<file path="src/rtl/hyperbus_burst_splitter.sv">
// Splits linear read/write requests into HyperBus controller transactions bounded by
// MAX_BURST and chip-select boundaries. Optional register access: HYPERBUS_SPLIT_REG_EN.
module hyperbus_burst_splitter #(
  parameter int unsigned NR_CS        = 2,
  parameter int unsigned ADDR_W       = 32,
  parameter int unsigned LEN_W        = 16,
  parameter int unsigned MAX_BURST    = 256,
  parameter int unsigned CS_SIZE_LOG2 = 23
) (
  input  logic                           clk_i,
  input  logic                           rst_i,
  input  logic                           req_valid_i,
  output logic                           req_ready_o,
  input  logic                           req_write_i,
  input  logic                           req_reg_i,
  input  logic [ADDR_W-1:0]              req_addr_i,
  input  logic [LEN_W-1:0]               req_len_i,
  output logic                           txn_valid_o,
  input  logic                           txn_ready_i,
  output logic [47:0]                    txn_ca_o,
  output logic [NR_CS-1:0]               txn_cs_o,
  output logic [$clog2(MAX_BURST+1)-1:0] txn_len_o,
  output logic                           txn_last_o,
  output logic                           done_o,
  output logic                           err_o
);

  localparam int unsigned TLEN_W = $clog2(MAX_BURST + 1);
  localparam int unsigned CS_W   = (NR_CS > 1) ? $clog2(NR_CS) : 1;
  localparam int unsigned AW     = ADDR_W + 1;

  localparam logic [AW-1:0] ADDR_LIMIT  = AW'(NR_CS) << CS_SIZE_LOG2;
  localparam logic [AW-1:0] CS_BYTES    = AW'(1) << CS_SIZE_LOG2;
  localparam logic [AW-1:0] BURST_WORDS = AW'(MAX_BURST);

  typedef enum logic [1:0] {
    IDLE,
    CALC,
    EMIT,
    ERR
  } state_t;

  state_t              state_q, state_d;
  logic                write_q, write_d;
  logic                reg_q, reg_d;
  logic [AW-1:0]       addr_q, addr_d;
  logic [LEN_W-1:0]    rem_q, rem_d;
  logic [TLEN_W-1:0]   chunk_q, chunk_d;
  logic                zero_done_q, zero_done_d;

  logic                reg_eff;
  logic                req_bad;
  logic [AW-1:0]       chip_off;
  logic [AW-1:0]       words_left;
  logic [AW-1:0]       rem_ext;
  logic [AW-1:0]       chunk_calc;
  logic [AW-1:0]       addr_next;
  logic [LEN_W-1:0]    rem_next;
  logic                last;
  logic [31:0]         word_addr;
  logic [CS_W-1:0]     cs_idx;

`ifdef HYPERBUS_SPLIT_REG_EN
  assign reg_eff = req_reg_i;
`else
  logic reg_unused;
  assign reg_eff    = 1'b0;
  assign reg_unused = req_reg_i;
`endif

  // Register requests carry exactly one word, so the ordinary chunk computation
  // already yields a single one-word transaction once len==1 is enforced here.
  assign req_bad = req_addr_i[0]
                 | (AW'(req_addr_i) >= ADDR_LIMIT)
                 | (reg_eff & (req_len_i != LEN_W'(1)));

  always_comb begin
    chip_off   = AW'(addr_q[CS_SIZE_LOG2-1:0]);
    words_left = (CS_BYTES - chip_off) >> 1;
    rem_ext    = AW'(rem_q);
    chunk_calc = (rem_ext < BURST_WORDS) ? rem_ext : BURST_WORDS;
    if (words_left < chunk_calc) begin
      chunk_calc = words_left;
    end
  end

  assign addr_next = addr_q + (AW'(chunk_q) << 1);
  assign rem_next  = rem_q - LEN_W'(chunk_q);
  assign last      = (AW'(chunk_q) == rem_ext);
  assign word_addr = 32'(addr_q[CS_SIZE_LOG2-1:1]);
  assign cs_idx    = addr_q[CS_SIZE_LOG2 +: CS_W];

  always_ff @(posedge clk_i) begin
    if (rst_i) begin
      state_q     <= IDLE;
      write_q     <= 1'b0;
      reg_q       <= 1'b0;
      addr_q      <= '0;
      rem_q       <= '0;
      chunk_q     <= '0;
      zero_done_q <= 1'b0;
    end else begin
      state_q     <= state_d;
      write_q     <= write_d;
      reg_q       <= reg_d;
      addr_q      <= addr_d;
      rem_q       <= rem_d;
      chunk_q     <= chunk_d;
      zero_done_q <= zero_done_d;
    end
  end

  always_comb begin
    state_d     = state_q;
    write_d     = write_q;
    reg_d       = reg_q;
    addr_d      = addr_q;
    rem_d       = rem_q;
    chunk_d     = chunk_q;
    zero_done_d = 1'b0;

    req_ready_o = 1'b0;
    txn_valid_o = 1'b0;
    txn_ca_o    = '0;
    txn_cs_o    = '0;
    txn_len_o   = '0;
    txn_last_o  = 1'b0;
    done_o      = zero_done_q;
    err_o       = 1'b0;

    unique case (state_q)
      IDLE: begin
        req_ready_o = 1'b1;
        if (req_valid_i) begin
          write_d = req_write_i;
          reg_d   = reg_eff;
          addr_d  = AW'(req_addr_i);
          rem_d   = req_len_i;
          if (req_bad) begin
            state_d = ERR;
          end else if (req_len_i == '0) begin
            zero_done_d = 1'b1;
          end else begin
            state_d = CALC;
          end
        end
      end
      CALC: begin
        chunk_d = TLEN_W'(chunk_calc);
        state_d = EMIT;
      end
      EMIT: begin
        txn_valid_o = 1'b1;
        txn_ca_o    = {~write_q, reg_q, 1'b1, word_addr[31:3], 13'b0, word_addr[2:0]};
        txn_cs_o    = NR_CS'(1) << cs_idx;
        txn_len_o   = chunk_q;
        txn_last_o  = last;
        if (txn_ready_i) begin
          addr_d = addr_next;
          rem_d  = rem_next;
          if (last) begin
            done_o  = 1'b1;
            state_d = IDLE;
          end else if (addr_next >= ADDR_LIMIT) begin
            state_d = ERR;
          end else begin
            state_d = CALC;
          end
        end
      end
      ERR: begin
        err_o   = 1'b1;
        state_d = IDLE;
      end
      default: state_d = IDLE;
    endcase
  end

endmodule

</file>
<file path="config.mk">
export PLATFORM = sky130hd
export DESIGN_NAME = hyperbus_burst_splitter
export DESIGN_NICKNAME = d
export VERILOG_FILES = /design/src/rtl/hyperbus_burst_splitter.sv
export SDC_FILE = /design/constraint.sdc
export NUM_CORES = 1
export LEC_CHECK = 0
export ABC_CLOCK_PERIOD_IN_PS = 3800
export BUFFER_PORTS_ARGS = -buffer_cell sky130_fd_sc_hd__buf_2
export CORE_MARGIN = 2
export CORE_UTILIZATION = 56
export DETAILED_ROUTE_END_ITERATION = 8
export PLACE_DENSITY_LB_ADDON = 0.1
export SYNTH_ARGS = -nofsm -noshare
export SYNTH_HDL_FRONTEND = slang
export SYNTH_SLANG_ARGS = --single-unit
</file>
<file path="constraint.sdc">
create_clock -name clk_i -period 3.8 [get_ports clk_i]
set_clock_uncertainty 0.05 [all_clocks]
set_input_delay 0.19 -clock clk_i [delete_from_list [all_inputs] [get_ports clk_i]]
set_output_delay 0.19 -clock clk_i [all_outputs]
set_load 0.02 [all_outputs]
</file>
==> impl_results.rst, run 1 <==
.. list-table::
   :header-rows: 1

   * - Metric
     - Value
   * - Die extent in x
     - 103.2 um
   * - Sum of routed wire length over all layers
     - 16010 um
   * - Number of I/O pins
     - 118
   * - Total DRC errors in the routed layout
     - 0
   * - Slew at the pin closest to its max-slew limit
     - 1.141 ns
   * - Run status
     - finished, final reports clean
   * - Largest driver fanout on the critical path
     - 16
   * - Final HPWL DP
     - 11680 um
   * - Start of the worst register-to-register path
     - addr_q[1]$_SDFFE_PP0P_
   * - Inserted Diodes
     - 0
   * - Sequential power share
     - 31.3%
   * - Global placer's final weighted congestion
     - 0.8995
   * - Starting DRC count in detailed routing
     - 441
   * - Clock-pin slew of the registers on the worst-case setup and hold paths
     - 0.07 ns
   * - Cell type group with the largest total delay on the critical path
     - simple AND/OR/NAND/NOR gates
   * - Post-CTS repair timing setup buffer count
     - 0
   * - Post-synthesis async set-or-reset flop share
     - 0%
   * - Clock latency at the later pin of the worst-skew pair
     - 0.35 ns
   * - Count of state elements after synthesis
     - 62
   * - Pre-CTS WS
     - 0.3195 ns
   * - Resized cells post-CTS
     - 0
   * - Total negative slack
     - 0 ns
   * - Leading cell types in the layout, fill and taps excluded
     - buf_2 (92), nand2_1 (88), nor2_1 (86), dfxtp_1 (62), a21oi_1 (54)
   * - Layout area overhead
     - 11.46%
   * - Die area
     - 10650 sq um
   * - Via count
     - 5864
   * - Startpoint class of the critical path
     - flip-flop
   * - Final count of negative-setup-slack endpoints
     - 0
   * - Portion of the post-synthesis area used by sequential elements
     - 22.51%
   * - Library cell contributing the largest single delay on the critical path
     - dfxtp_1
   * - Type of element capturing the critical path
     - flip-flop
   * - Num CTS Buffers
     - 9
   * - WS Path Type
     - flip-flop to flip-flop
   * - Placement Cell Area
     - 5944 sq um
   * - Net Switching
     - 1.342 mW
   * - Share of total power consumed by net switching
     - 44.65%
   * - Clock tree from TritonCTS
     - done
   * - Post-synthesis cell type count
     - 74
   * - Final layout net count
     - 928
   * - Standard cell core area
     - 9684 sq um
   * - Post-synthesis cell count
     - 771
   * - Overall track demand over capacity in global routing
     - 29.37%
   * - Largest stage delay, worst path
     - 0.35 ns
   * - Ordered cell list for the critical path
     - inv_1 > ha_1 > nor3b_1 > buf_4 > nand4_1 > nor2_1 > xnor2_1 > ha_1 > nand4_1 > o221ai_1 > a21o_1 > a21oi_1 > nand4_4 > and4_4 > a211o_1
   * - 1st-pass router iterations
     - 5
   * - Final worst path period share
     - 92.10%
   * - Clock root buffer
     - clkbuf_8
   * - Power density of the placed cells
     - 489.3 nW/um^2
   * - Initial antenna violation count
     - 0
   * - Final hold violations
     - 0
   * - Setup slack after layout
     - 0.3001 ns
   * - Number of buffers inserted for hold repair after clock tree synthesis
     - 0
   * - RSZ-0062 raised after global routing
     - false
   * - IO Port Bufs
     - 92
   * - Wire length of the first global-routing pass
     - 24740 um
   * - Combinational share of power
     - 48.8%
   * - Min Tclk post-route
     - 3.500 ns
   * - Num rows
     - 36
   * - EDFF count, synth
     - 0
   * - Share of post-route cells with drive strength above 1
     - 15.42%
   * - Share of total power in the clock network
     - 19.9%
   * - Class of the tightest hold or removal check
     - input port to flip-flop
   * - Data arrival, critical path
     - 3.69 ns
   * - Filler cell count in the final layout
     - 951
   * - Cell area after technology mapping
     - 5513 sq um
   * - Final Max Slew Viols
     - 0
   * - Mean cell area of the mapped netlist
     - 7.150 sq um
   * - Clock net sink count
     - 62
   * - Vias in the first global route
     - 5098
   * - Internal power component
     - 1.664 mW
   * - Largest net degree at the start of global routing
     - 69
   * - Vias per std cell
     - 6.008
   * - Maximum level of the CTS H-tree
     - 3
   * - Peak Freq
     - 285.7 MHz
   * - Initial Utilization
     - 56.93%
   * - Total Power Consumption
     - 3.007 mW
   * - Max-cap viol count
     - 0
   * - Worst setup path startpoint
     - addr_q[1]$_SDFFE_PP0P_
   * - Data required time at the worst endpoint
     - 3.99 ns
   * - Static leakage power
     - 2.522 nW
   * - Commonest non-fill, non-tap cell in the layout
     - buf_2
   * - Ys flop type
     - dfxtp_1
   * - Worst hold path startpoint
     - req_write_i
   * - Residual overflow from global routing
     - 0
   * - Number of buffers on the longest clock path
     - 2
   * - Die Y
     - 103.2 um
   * - Routed len/inst
     - 16.40 um
   * - Post-route cell area
     - 6145 sq um
   * - IR Drop Worst-Case VDD
     - 0.3909 mV
   * - Headroom to the max-slew limit
     - 23.93%
   * - Number of warnings reported in the yosys synthesis log
     - 0
   * - Count of nets left with antenna violations after detail routing
     - 0
   * - Number of buffer and inverter instances along the worst setup path
     - 2
-- per-stage QoR --
step	cells	hold slack, ns	utilization, %
4_1_cts	976	0.01313	63.45
5_1_grt	976	0.04328	63.45
3_3_place_gp	960	0.3835	61.38
3_5_place_dp	960	0.3879	61.38
2_1_floorplan	800	0.2760	-
6_report	976	0.02372	63.45
-- flip-flops by register name, indices dropped and copies added, names as in the netlist --
name and flops:
addr_q 33, zero_done_q 1, state_q 2, chunk_q 9, write_q 1, rem_q 16
-- worst paths after layout --
path / slack [ns] / cells past startpoint / endpoint
max: 0.30 / 15 / chunk_q[1]$_SDFFE_PP0P_
min: 0.02 / 3 / write_q$_SDFFE_PP0P_
min reg2reg: 0.42 / 2 / write_q$_SDFFE_PP0P_
max reg2reg: 0.30 / 15 / chunk_q[1]$_SDFFE_PP0P_
-- cell type report --
cell class	count	area (sq um)	area share, %
clock buffer	12	155.1	2.525
timing repair buffer	100	520.5	8.471
tap	133	166.4	2.708
sequential	62	1241	20.20
clock inverter	4	45.04	0.7330
multi-input combinational	628	3877	63.10
inverter	37	138.9	2.260
-- worst reg2reg max path, stage by stage (launching register included) --
cell and delay, ns:
dfxtp_1 0.35, inv_1 0.10, ha_1 0.18, nor3b_1 0.19, buf_4 0.18, nand4_1 0.19
nor2_1 0.19, xnor2_1 0.14, ha_1 0.27, nand4_1 0.14, o221ai_1 0.14, a21o_1 0.19
a21oi_1 0.29, nand4_4 0.29, and4_4 0.29, a211o_1 0.22
-- per-layer routing --
metal | global-route usage, % | part of all wire, %
met1 | 42.22 | 46
met2 | 45.20 | 46
met3 | 5.108 | 6.5
met4 | 8.603 | 1.7
met5 | 0 | 0
-- logic make-up (layout without fill, tap and decap cells) --
kind of cell / count (synthesis) / count (layout) / synth area share (%)
muxes: 5 / 5 / 0.9306
other: 2 / 31 / 0.1362
xor gates and xnor gates: 28 / 28 / 4.448
AOI/OAI and AO/OA: 209 / 209 / 25.31
buffers and inverters: 110 / 153 / 9.305
adders and majority gates: 36 / 36 / 8.443
DFF: 62 / 62 / 22.51
and+or+nand+nor: 319 / 319 / 28.92
-- synthesized netlist by cell type, drive strengths merged, types with 4 or more instances --
cell,n,share of area (%)
and4,5,0.84
nor3,23,2.2
and2,23,2.6
a31o,4,0.64
nand4,16,2.1
a21o,7,0.95
a221oi,4,0.64
nand2,88,6.0
nor4,13,1.9
and3,6,0.68
o211ai,10,1.4
nor2,87,5.9
xor2,10,1.6
a211oi,31,4.2
nor2b,6,0.68
nand3,24,2.2
dfxtp,62,23
or4,5,0.75
a31oi,4,0.45
o31ai,4,0.64
inv,37,2.5
a21oi,54,4.9
clkbuf,38,2.6
buf,35,4.2
xnor2,18,2.9
ha,34,7.7
or3,9,1.0
mux2i,4,0.73
a311oi,8,1.3
o21a,4,0.54
o22ai,13,1.6
o21ai,36,3.3
-- power groups by stage --
stage / sequential, mW / combinational (mW) / clock (mW)
after floorplan: 0.863 / 1.18 / 0
after global placement: 0.940 / 1.40 / 0
after detailed placement: 0.946 / 1.45 / 0
after CTS: 0.932 / 1.45 / 0.605
after global routing: 0.957 / 1.63 / 0.640
final: 0.940 / 1.47 / 0.599
Note: power is estimated with default switching activity, not from simulation.
==> run 2: changes to the inputs <==
--- a/config.mk
+++ b/config.mk
@@ -5,12 +5,13 @@
 export SDC_FILE = /design/constraint.sdc
 export NUM_CORES = 1
 export LEC_CHECK = 0
-export ABC_CLOCK_PERIOD_IN_PS = 3800
+export ABC_CLOCK_PERIOD_IN_PS = 3600
 export BUFFER_PORTS_ARGS = -buffer_cell sky130_fd_sc_hd__buf_2
 export CORE_MARGIN = 2
 export CORE_UTILIZATION = 56
 export DETAILED_ROUTE_END_ITERATION = 8
 export PLACE_DENSITY_LB_ADDON = 0.1
+export SLEW_MARGIN = 20
 export SYNTH_ARGS = -nofsm -noshare
 export SYNTH_HDL_FRONTEND = slang
 export SYNTH_SLANG_ARGS = --single-unit
==> constraint.sdc (replaced) <==
create_clock -name clk_i -period 3.6 [get_ports clk_i]
set_clock_uncertainty 0.05 [all_clocks]
set_input_delay 0.18 -clock clk_i [delete_from_list [all_inputs] [get_ports clk_i]]
set_output_delay 0.18 -clock clk_i [all_outputs]
set_load 0.02 [all_outputs]
==> run 2 against run 1 <==
Setup slack improved by 0.042 ns. Fmax rose by 7.4%. Flip-flop and latch count stayed put. Clock power is 13% higher. Critical path depth shrank 2. Via count is 0.61% lower. Die area unchanged. Sequential power increased by 4.8%. First-iteration DRC count fell by 28%. Combinational power grew 7%.
==> impl_results.rst, run 2 (synthesized netlist as in run 1, its figures left out) <==
.. list-table::
   :header-rows: 1

   * - Metric
     - Value
   * - Data arrival, critical path
     - 3.42 ns (was 3.69 ns)
   * - Vias in the first global route
     - 5070 (was 5098)
   * - Run status
     - finished, final reports clean (unchanged)
   * - Clock-pin slew of the registers on the worst-case setup and hold paths
     - 0.08 ns (was 0.07 ns)
   * - Inserted Diodes
     - 0 (unchanged)
   * - Final hold violations
     - 0 (unchanged)
   * - Maximum level of the CTS H-tree
     - 3 (unchanged)
   * - Class of the tightest hold or removal check
     - input port to flip-flop (unchanged)
   * - Largest net degree at the start of global routing
     - 69 (unchanged)
   * - Library cell contributing the largest single delay on the critical path
     - or4_1 (was dfxtp_1)
   * - Leading cell types in the layout, fill and taps excluded
     - buf_2 (92), nand2_1 (88), nor2_1 (86), dfxtp_1 (62), a21oi_1 (53) (was buf_2 (92), nand2_1 (88), nor2_1 (86), dfxtp_1 (62), a21oi_1 (54))
   * - Terminus of the critical flop-to-flop path
     - chunk_q[3]$_SDFFE_PP0P_ (was chunk_q[1]$_SDFFE_PP0P_)
   * - Terminating pin of the worst hold path
     - write_q$_SDFFE_PP0P_ (unchanged)
   * - Sum of routed wire length over all layers
     - 15990 um (was 16010 um)
   * - Number of I/O pins
     - 118 (unchanged)
   * - Max-cap viol count
     - 0 (unchanged)
   * - Residual overflow from global routing
     - 0 (unchanged)
   * - Start of the worst register-to-register path
     - rem_q[9]$_SDFFE_PP0P_ (was addr_q[1]$_SDFFE_PP0P_)
   * - Num CTS Buffers
     - 9 (unchanged)
   * - 1st-pass router iterations
     - 5 (unchanged)
   * - Largest driver fanout on the critical path
     - 17 (was 16)
   * - Count of nets left with antenna violations after detail routing
     - 0 (unchanged)
   * - Utilization after layout
     - 64.12% (was 63.45%)
   * - Final Max Slew Viols
     - 0 (unchanged)
   * - Commonest non-fill, non-tap cell in the layout
     - buf_2 (unchanged)
   * - Vias per std cell
     - 5.947 (was 6.008)
   * - Min Tclk post-route
     - 3.258 ns (was 3.500 ns)
   * - Startpoint class of the critical path
     - flip-flop (unchanged)
   * - Clock tree from TritonCTS
     - done (unchanged)
   * - Type of element capturing the critical path
     - flip-flop (unchanged)
   * - Power density of the placed cells
     - 522.0 nW/um^2 (was 489.3 nW/um^2)
   * - Most flop-heavy register
     - addr_q (unchanged)
   * - Die area
     - 10650 sq um (unchanged)
   * - Largest stage delay, worst path
     - 0.58 ns (was 0.35 ns)
   * - IR Drop Worst-Case VDD
     - 0.5804 mV (was 0.3909 mV)
   * - Worst hold path startpoint
     - req_write_i (unchanged)
   * - Standard cell core area
     - 9684 sq um (unchanged)
   * - Flop-to-flop setup slack
     - 0.34 ns (was 0.30 ns)
   * - Final layout net count
     - 932 (was 928)
   * - Layout area overhead
     - 12.64% (was 11.46%)
   * - Final worst path period share
     - 90.51% (was 92.10%)
   * - Total negative slack
     - 0 ns (unchanged)
   * - Die Y
     - 103.2 um (unchanged)
   * - Starting DRC count in detailed routing
     - 317 (was 441)
   * - Data required time at the worst endpoint
     - 3.76 ns (was 3.99 ns)
   * - FF-to-FF path depth
     - 13 (was 15)
   * - Number of flip-flops in the largest register
     - 33 (unchanged)
   * - Share of post-route cells with drive strength above 1
     - 16.17% (was 15.42%)
   * - Final count of negative-setup-slack endpoints
     - 0 (unchanged)
   * - Die extent in x
     - 103.2 um (unchanged)
   * - Final non-filler cell total
     - 980 (was 976)
   * - Routed len/inst
     - 16.31 um (was 16.40 um)
   * - Ordered cell list for the critical path
     - or4_1 > nor3_2 > buf_12 > nand2_1 > ha_1 > a21o_1 > a21oi_1 > o21ai_0 > o221ai_1 > nand4_4 > buf_4 > nand4_1 > o211ai_1 (was inv_1 > ha_1 > nor3b_1 > buf_4 > nand4_1 > nor2_1 > xnor2_1 > ha_1 > nand4_1 > o221ai_1 > a21o_1 > a21oi_1 > nand4_4 > and4_4 > a211o_1)
   * - Slew at the pin closest to its max-slew limit
     - 0.8868 ns (was 1.141 ns)
   * - Total Power Consumption
     - 3.241 mW (was 3.007 mW)
   * - Clock root buffer
     - clkbuf_8 (unchanged)
   * - Total DRC errors in the routed layout
     - 0 (unchanged)
   * - Global placer's final weighted congestion
     - 0.8760 (was 0.8995)
   * - Wire length of the first global-routing pass
     - 24900 um (was 24740 um)
   * - Hold Crit Depth
     - 3 (unchanged)
   * - RSZ-0062 raised after global routing
     - false (unchanged)
   * - WS Path Type
     - flip-flop to flip-flop (unchanged)
   * - Initial antenna violation count
     - 0 (unchanged)
   * - Number of buffers on the longest clock path
     - 2 (unchanged)
   * - Headroom to the max-slew limit
     - 40.76% (was 23.93%)
   * - Num rows
     - 36 (unchanged)
   * - Initial Utilization
     - 56.93% (unchanged)
   * - Clock latency at the later pin of the worst-skew pair
     - 0.34 ns (was 0.35 ns)
   * - Via count
     - 5828 (was 5864)
   * - Final HPWL DP
     - 11750 um (was 11680 um)
   * - Biggest regs
     - addr_q: 33 flops, rem_q: 16 flops, chunk_q: 9 flops (unchanged)
   * - Peak Freq
     - 306.9 MHz (was 285.7 MHz)
   * - Post-placement cell count
     - 964 (was 960)
   * - Overall track demand over capacity in global routing
     - 29.74% (was 29.37%)
   * - Clock net sink count
     - 62 (unchanged)
   * - Static leakage power
     - 2.556 nW (was 2.522 nW)
   * - IO Port Bufs
     - 92 (unchanged)
==> run 2: changes by cell type in the layout (fill, tap and decap cells not counted) <==
cell      previous run  this run
or2_2                0         1
clkbuf_8            11        13
clkinv_2             3         2
a21oi_1             54        53
a21oi_2              0         1
or2_1                3         2
buf_12               0         1
buf_4                8        11
clkbuf_1             1         0
==> run 2: worst max path at each step <==
stage / startpoint / end / slack [ns]
floorplan: rem_q[9]$_SDFFE_PP0P_ / chunk_q[1]$_SDFFE_PP0P_ / 0.32
global placement: addr_q[1]$_SDFFE_PP0P_ / chunk_q[1]$_SDFFE_PP0P_ / 0.40
detailed placement: addr_q[1]$_SDFFE_PP0P_ / chunk_q[6]$_SDFFE_PP0P_ / 0.28
CTS: addr_q[1]$_SDFFE_PP0P_ / chunk_q[3]$_SDFFE_PP0P_ / 0.26
global route: addr_q[1]$_SDFFE_PP0P_ / chunk_q[4]$_SDFFE_PP0P_ / 0.08
finish: rem_q[9]$_SDFFE_PP0P_ / chunk_q[3]$_SDFFE_PP0P_ / 0.34
==> run 2: power by group <==
group          switching, mW  internal (mW)
sequential             0.187          0.799
clock                  0.282          0.394
combinational          0.956          0.624
total                   1.43           1.82
==> run 2: cell type report <==
class / instances / area [sq um]
Multi-Input combinational cell: 628 / 3881
Fill cell: 941 / 3475
Sequential cell: 62 / 1241
Timing Repair Buffer: 104 / 563.0
Clock buffer: 13 / 178.9
Tap cell: 133 / 166.4
Inverter: 37 / 138.9
Clock inverter: 3 / 40.04
==> run 2: through the flow <==
stage	cell area [sq um]	hold WS, ns	worst slack (ns)
3_5_place_dp	5987	0.3772	0.2782
2_1_floorplan	5622	0.2660	0.3169
4_1_cts	6206	0.02329	0.2576
5_1_grt	6210	0.05423	0.08466
3_3_place_gp	5987	0.3729	0.3952
6_report	6210	0.03498	0.3418
==> run 2: repair_timing <==
action                     CTS  global route
resized for setup            0             1
setup endpoints to repair    0             4
hold buffers                 0             0
setup buffers                0             0
==> run 2: worst max-delay path: cells and delay by family, from the launching register on <==
kind	cells	cell delay [ns]
flops	1	0.36
simple gates	5	1.17
fa+ha+maj	1	0.30
compound gates	5	0.81
buf+inv	2	0.42
==> run 2: metal layers <==
| metal | global-route usage [%] | part of all wire, % | up-vias | routed length, um |
|---|---|---|---|---|
| met3 | 4.032 | 6.3 | 20 | 1014 |
| met4 | 8.502 | 1.4 | 0 | 230 |
| met5 | 0 | 0 | - | 0 |
| li1 | - | - | 2882 | - |
| met2 | 45.75 | 46 | 208 | 7307 |
| met1 | 43.56 | 46 | 2718 | 7433 |
